**config.mk**
```make
export PLATFORM = sky130hd
export DESIGN_NAME = ps2_host_tx
export DESIGN_NICKNAME = d
export VERILOG_FILES = /design/src/rtl/ps2_host_tx.sv
export SDC_FILE = /design/constraint.sdc
export NUM_CORES = 1
export LEC_CHECK = 0
export ABC_AREA = 1
export BUFFER_PORTS_ARGS = -buffer_cell sky130_fd_sc_hd__buf_2
export CORE_MARGIN = 5
export CORE_UTILIZATION = 45
export CTS_CLUSTER_DIAMETER = 30
export CTS_CLUSTER_SIZE = 20
export DETAILED_ROUTE_END_ITERATION = 10
export GPL_TIMING_DRIVEN = 0
export PLACE_DENSITY_LB_ADDON = 0.05
export SLEW_MARGIN = 20
export SYNTH_ARGS = -nofsm -noshare
export SYNTH_HDL_FRONTEND = slang
export SYNTH_SLANG_ARGS = --single-unit
export TNS_END_PERCENT = 10
```
**constraint.sdc**
```tcl
create_clock -name clock -period 1.6 [get_ports clock]
set_input_delay 0.08 -clock clock [delete_from_list [all_inputs] [get_ports clock]]
set_output_delay 0.08 -clock clock [all_outputs]
set_load 0.01 [all_outputs]
```
**src/rtl/ps2_host_tx.sv**
```systemverilog
// PS/2 host-to-device transmitter: sends one command byte to the device
// by driving the open-drain clock/data lines through output enables.
module ps2_host_tx #(
    parameter int INHIBIT_CYCLES = 6000,
    parameter int TIMEOUT_CYCLES = 750000
) (
    input  logic       clock,
    input  logic       reset,
    input  logic [7:0] i_data,
    input  logic       i_valid,
    output logic       o_ready,
    output logic       o_busy,
    output logic       o_done,
    output logic       o_error,
    output logic [1:0] o_err_code,
    input  logic       ps2_clk_in,
    input  logic       ps2_data_in,
    output logic       ps2_clk_oe,
    output logic       ps2_data_oe
);
    localparam int TMO_W = ($clog2(TIMEOUT_CYCLES) > 20) ? $clog2(TIMEOUT_CYCLES) : 20;
    localparam int INH_W = ($clog2(INHIBIT_CYCLES + 1) > 1) ? $clog2(INHIBIT_CYCLES + 1) : 1;

    typedef enum logic [2:0] {
        S_IDLE, S_INHIBIT, S_START, S_SHIFT, S_WAIT_IDLE
    } state_t;

    state_t             r_state, w_state_nxt;
    logic               r_clk_s1, r_clk_s2, r_clk_prev, r_dat_s1, r_dat_s2;
    logic [7:0]         r_shift, w_shift_nxt;
    logic               r_parity, w_parity_nxt;
    logic [3:0]         r_bitcnt, w_bitcnt_nxt;
    logic [INH_W-1:0]   r_inh_cnt, w_inh_nxt;
    logic [TMO_W-1:0]   r_tmo_cnt, w_tmo_nxt;
    logic               r_data_oe, w_data_oe_nxt;
    logic               r_done, w_done_nxt;
    logic               r_error, w_error_nxt;
    logic [1:0]         r_err_code, w_err_code_nxt;
    logic               w_fall, w_tmo_hit, w_accept;

    assign w_fall    = r_clk_prev & ~r_clk_s2;
    assign w_tmo_hit = (r_tmo_cnt == TMO_W'(TIMEOUT_CYCLES - 1));
    // Ready is held low during the done/error pulse so it rises the cycle after.
    assign o_ready   = (r_state == S_IDLE) & ~r_done & ~r_error;
    assign o_busy    = ~o_ready;
    assign w_accept  = i_valid & o_ready;
    assign o_done      = r_done;
    assign o_error     = r_error;
    assign o_err_code  = r_err_code;
    assign ps2_clk_oe  = (r_state == S_INHIBIT) | (r_state == S_START);
    assign ps2_data_oe = r_data_oe;

    // Two-flop synchronizers on the raw pins plus the clock edge register; idle-high.
    always_ff @(posedge clock) begin
        if (reset) begin
            r_clk_s1   <= 1'b1;
            r_clk_s2   <= 1'b1;
            r_clk_prev <= 1'b1;
            r_dat_s1   <= 1'b1;
            r_dat_s2   <= 1'b1;
        end else begin
            r_clk_s1   <= ps2_clk_in;
            r_clk_s2   <= r_clk_s1;
            r_clk_prev <= r_clk_s2;
            r_dat_s1   <= ps2_data_in;
            r_dat_s2   <= r_dat_s1;
        end
    end

    // State and datapath registers; reset aborts any frame without a done/error pulse.
    always_ff @(posedge clock) begin
        if (reset) begin
            r_state    <= S_IDLE;
            r_shift    <= '0;
            r_parity   <= 1'b0;
            r_bitcnt   <= '0;
            r_inh_cnt  <= '0;
            r_tmo_cnt  <= '0;
            r_data_oe  <= 1'b0;
            r_done     <= 1'b0;
            r_error    <= 1'b0;
            r_err_code <= 2'b00;
        end else begin
            r_state    <= w_state_nxt;
            r_shift    <= w_shift_nxt;
            r_parity   <= w_parity_nxt;
            r_bitcnt   <= w_bitcnt_nxt;
            r_inh_cnt  <= w_inh_nxt;
            r_tmo_cnt  <= w_tmo_nxt;
            r_data_oe  <= w_data_oe_nxt;
            r_done     <= w_done_nxt;
            r_error    <= w_error_nxt;
            r_err_code <= w_err_code_nxt;
        end
    end

    // Next-state and next-output logic; timeout beats a clock fall in the same cycle.
    always_comb begin
        w_state_nxt    = r_state;
        w_shift_nxt    = r_shift;
        w_parity_nxt   = r_parity;
        w_bitcnt_nxt   = r_bitcnt;
        w_inh_nxt      = r_inh_cnt;
        w_tmo_nxt      = r_tmo_cnt;
        w_data_oe_nxt  = r_data_oe;
        w_done_nxt     = 1'b0;
        w_error_nxt    = 1'b0;
        w_err_code_nxt = r_err_code;
        case (r_state)
            S_IDLE: begin
                w_data_oe_nxt = 1'b0;
                if (w_accept) begin
                    w_shift_nxt    = i_data;
                    w_parity_nxt   = ~^i_data;
                    w_bitcnt_nxt   = '0;
                    w_err_code_nxt = 2'b00;
                    w_inh_nxt      = '0;
                    w_state_nxt    = S_INHIBIT;
                end
            end
            S_INHIBIT: begin
                if (r_inh_cnt == INH_W'(INHIBIT_CYCLES - 1)) begin
                    w_state_nxt   = S_START;
                    w_data_oe_nxt = 1'b1;
                    w_tmo_nxt     = '0;
                end else begin
                    w_inh_nxt = r_inh_cnt + 1'b1;
                end
            end
            S_START, S_SHIFT, S_WAIT_IDLE: begin
                if (w_tmo_hit) begin
                    w_data_oe_nxt  = 1'b0;
                    w_error_nxt    = 1'b1;
                    w_err_code_nxt = 2'b01;
                    w_state_nxt    = S_IDLE;
                end else begin
                    w_tmo_nxt = r_tmo_cnt + 1'b1;
                    if (r_state == S_START) begin
                        w_state_nxt = S_SHIFT;
                    end else if (r_state == S_SHIFT) begin
                        if (w_fall) begin
                            w_bitcnt_nxt = r_bitcnt + 1'b1;
                            if (r_bitcnt < 4'd8) begin
                                w_data_oe_nxt = ~r_shift[r_bitcnt[2:0]];
                            end else if (r_bitcnt == 4'd8) begin
                                w_data_oe_nxt = ~r_parity;
                            end else if (r_bitcnt == 4'd9) begin
                                w_data_oe_nxt = 1'b0;
                            end else begin
                                w_data_oe_nxt = 1'b0;
                                if (r_dat_s2) begin
                                    w_error_nxt    = 1'b1;
                                    w_err_code_nxt = 2'b10;
                                    w_state_nxt    = S_IDLE;
                                end else begin
                                    w_state_nxt = S_WAIT_IDLE;
                                end
                            end
                        end
                    end else begin
                        w_data_oe_nxt = 1'b0;
                        if (r_clk_s2 & r_dat_s2) begin
                            w_done_nxt  = 1'b1;
                            w_state_nxt = S_IDLE;
                        end
                    end
                end
            end
            default: begin
                w_data_oe_nxt = 1'b0;
                w_state_nxt   = S_IDLE;
            end
        endcase
    end
endmodule
```
==> results.toml <==
[sta]
grt_setup_unrepaired = "true"
maxSlewHeadroom = 0.6124
fin_setup_tns_ns = -5.093
period_needed_ns = 1.782
finalHoldViolations = 0
tightest_slew_ns = 0.5815
slew_violations = 0
fmax_mhz = 561.2
min_period_over_period = 1.114
setup_viol = 41
skew_ns = 0.01326
fin_ws_ns = -0.1820

[floorplanning]
core-area_um2 = 7607
rows = 32
initial_core_util = 0.4548
dieWidth_um = 97.68
dieHeight_um = 97.68
io_pins = 21
dieArea_um2 = 9541

[pwr]
cellPowerDensity_nw_per_um2 = 1534
pwr-share-seq = 0.263
p_switching_w = 0.002855
p_leak_nw = 1.712
internal-power_w = 0.004097
ir_drop_mv = 0.7308
combPwrFrac = 0.514
switching_share = 0.4107
clock_power_share = 0.222

[cts]
clockRootBuffer = "clkbuf_8"
clockBufferDepth = 2
cts_tree = "built"
worstSkewPairLatency_ns = 0.35
ctsHtreeMaxLevel = 3
clock_sinks = 59
cts_buffers = 9
path_clk_slew_ns = 0.08

[hold_path]
hold_path.class = "in2reg"

[worst_setup_path]
cpMaxStageDelayCell = "dfxtp_4"
start_kind = "flip-flop"
cp.arrival_ns = 2.00
cp.required_ns = 1.82
crit_path_end_kind = "flip-flop"
path_common_cell = "buf_6"
path_cells = "ha_4 -> nand2_4 -> nor2_4 -> nand3_2 -> o21ai_4 -> buf_6 -> nand3_4 -> buf_6 -> buf_16 -> nand2_1 -> a21oi_1"
critPathMaxFanout = 5
critPathKind = "reg2reg"
critPathMaxStageDelay_ns = 0.36

[cells_and_area]
drive_gt1_frac = 0.2656
synthToLayoutAreaGrowth_pct = 31.03
fin_area_um2 = 4533
layout.nets = 624
num_antenna_cells = 0
num-fill-cells = 742

[placement]
preCtsSetupSlack_ns = -0.5384
io_buffer_count = 19
placed_cell_area_um2 = 3734
hpwlAfterDp_um = 6935
gp_congestion = 0.8856

[grt]
antenna_found_initial = 0
grt_first_pass_wirelength_um = 16250
grt_pass1_vias = 3377
track_usage = 0.2091
overflow = 0
grt_max_degree = 11

[detailed_routing]
route.detailed.drc = 0
ant_nets = 0
wl_per_cell_um = 13.81
drtIter0Drc = 170
num_vias = 3677
dr.pass1.iters = 5
wl_um = 9836
vias_per_cell = 5.164

[logic_synthesis]
ys_ff_latch = 59
synth_area_per_cell_um2 = 6.360
synthDistinctLibCells = 31
synth_fp_nets = 562
synth_edf_count = 0
synthFlopType = "dfxtp_1"
synth.cell_area_um2 = 3460
synthCells = 544
ys_warn_count = 0
async_reset_ff_frac = 0
synth.yosys.seq_area_share = 0.3414

[run_status]
violations = "negative setup slack"
outcome = "finished with violations"

[run]
drv_cap = 0
[worst paths after layout]
path                startpoint       endpoint  slack (ns)  depth (start not counted)
hold reg to reg       r_clk_s1       r_clk_s2        0.41                          1
setup / recovery  r_inh_cnt[0]  r_tmo_cnt[13]       -0.18                         11
hold / removal       i_data[2]     r_shift[2]       0.007                          3
setup reg to reg  r_inh_cnt[0]  r_tmo_cnt[13]       -0.18                         11
[cell usage in the layout (no fill, tap or decap), types with 2 or more instances in the layout]
cell	n
xnor2_1	7
a21oi_2	7
dfxtp_4	3
o21ai_4	2
nand3_4	2
nand2_4	4
ha_1	2
nand3_2	7
or2_2	7
ha_4	2
nor3_1	11
clkinvlp_4	2
buf_2	20
nand3_1	44
nor2_2	9
inv_1	46
nor2_4	5
nand4_1	9
a21oi_1	36
clkbuf_8	11
o21ai_2	3
clkbuf_1	6
inv_2	6
nor2_1	79
nand2_2	10
buf_6	11
buf_4	23
bufinv_16	2
dlygate4sd3_1	2
inv_4	2
dfxtp_1	42
nand2_1	126
xor2_1	13
o21ai_0	18
dfxtp_2	14
[power by group through the flow]
| stage | logic [W] | clock network, W | registers (W) |
|---|---|---|---|
| after floorplan | 0.00166 | 0 | 0.00181 |
| after global placement | 0.00231 | 0 | 0.00183 |
| after detailed placement | 0.00233 | 0 | 0.00183 |
| after CTS | 0.00326 | 0.00157 | 0.00183 |
| after global routing | 0.00387 | 0.00165 | 0.00186 |
| final | 0.00358 | 0.00155 | 0.00183 |
[routing by layer]
metal / share of wire / GRT usage / vias to the layer above
met4: 0.020 / 0.07774 / 0
li1: - / - / 1880
met2: 0.50 / 0.3685 / 73
met5: 0 / 0 / -
met1: 0.45 / 0.2552 / 1699
met3: 0.033 / 0.03230 / 25
[flip-flops by register name (all words and copies together), names as in the netlist]
| register | count |
|---|---|
| r_dat_s1 | 1 |
| r_shift | 8 |
| r_clk_prev | 1 |
| r_state | 3 |
| o_err_code | 2 |
| o_done | 1 |
| r_bitcnt | 4 |
| r_clk_s1 | 1 |
| r_clk_s2 | 1 |
| o_error | 1 |
| ps2_data_oe | 1 |
| r_parity | 1 |
| r_inh_cnt | 13 |
| r_tmo_cnt | 20 |
| r_dat_s2 | 1 |
[per-stage QoR]
stage	total power, W	instances	utilization	hold slack [ns]
detailed placement	0.004162	665	0.4908	0.2782
finish	0.006953	712	0.5959	0.007404
CTS	0.006650	704	0.5694	0.006913
global placement	0.004142	665	0.4908	0.2799
floorplan	0.003471	544	-	0.1838
global route	0.007375	712	0.5959	0.02267
[area by class of cell]
class	count	area, um^2	share of cell area
multi-input combinational	418	2280	0.5029
clock inverter	4	75.07	0.01656
tap	102	127.6	0.02815
clock buffer	11	141.4	0.03119
timing repair buffer	52	397.9	0.08777
buffer	12	93.84	0.02070
inverter	54	207.7	0.04582
sequential	59	1210	0.2669
[logic make-up after synthesis]
| group | after synthesis | synth area share |
|---|---|---|
| AND/OR/NAND/NOR | 321 | 0.3971 |
| AO/OA/AOI/OAI | 72 | 0.1143 |
| buffers and inverters | 67 | 0.07848 |
| flip-flops | 59 | 0.3414 |
| XOR/XNOR | 20 | 0.05063 |
| adder cells (fa/ha/maj) | 5 | 0.01808 |
[cell usage after synthesis (all sizes together) (2+ instances only)]
cell type | number | area share
dfxtp | 59 | 0.34
nor3b | 2 | 0.0043
nor2 | 93 | 0.11
or2 | 7 | 0.013
buf | 4 | 0.010
inv | 54 | 0.059
nand2 | 141 | 0.15
clkbuf | 9 | 0.0098
xnor2 | 7 | 0.018
xor2 | 13 | 0.033
ha | 5 | 0.018
nand3 | 53 | 0.080
a21oi | 44 | 0.065
o21ai | 24 | 0.041
nor3 | 13 | 0.019
nand4 | 9 | 0.016
[critical path: cells and delay by family (launching register included)]
kind,cells,cell delay [ns]
AND/OR/NAND/NOR,5,0.45
buffers and inverters,3,0.42
flip-flops,1,0.36
AO/OA/AOI/OAI,2,0.28
adder cells (fa/ha/maj),1,0.15
[what timing repair did]
item                                    CTS  global route
gates cloned                              2             0
buffers inserted                         21             8
hold endpoints to repair                  2             0
hold buffers                              2             0
resized for setup                        65            45
pin swaps                                14            17
endpoints found under the setup margin   48            52
Note: power is estimated with default switching activity, not from simulation.
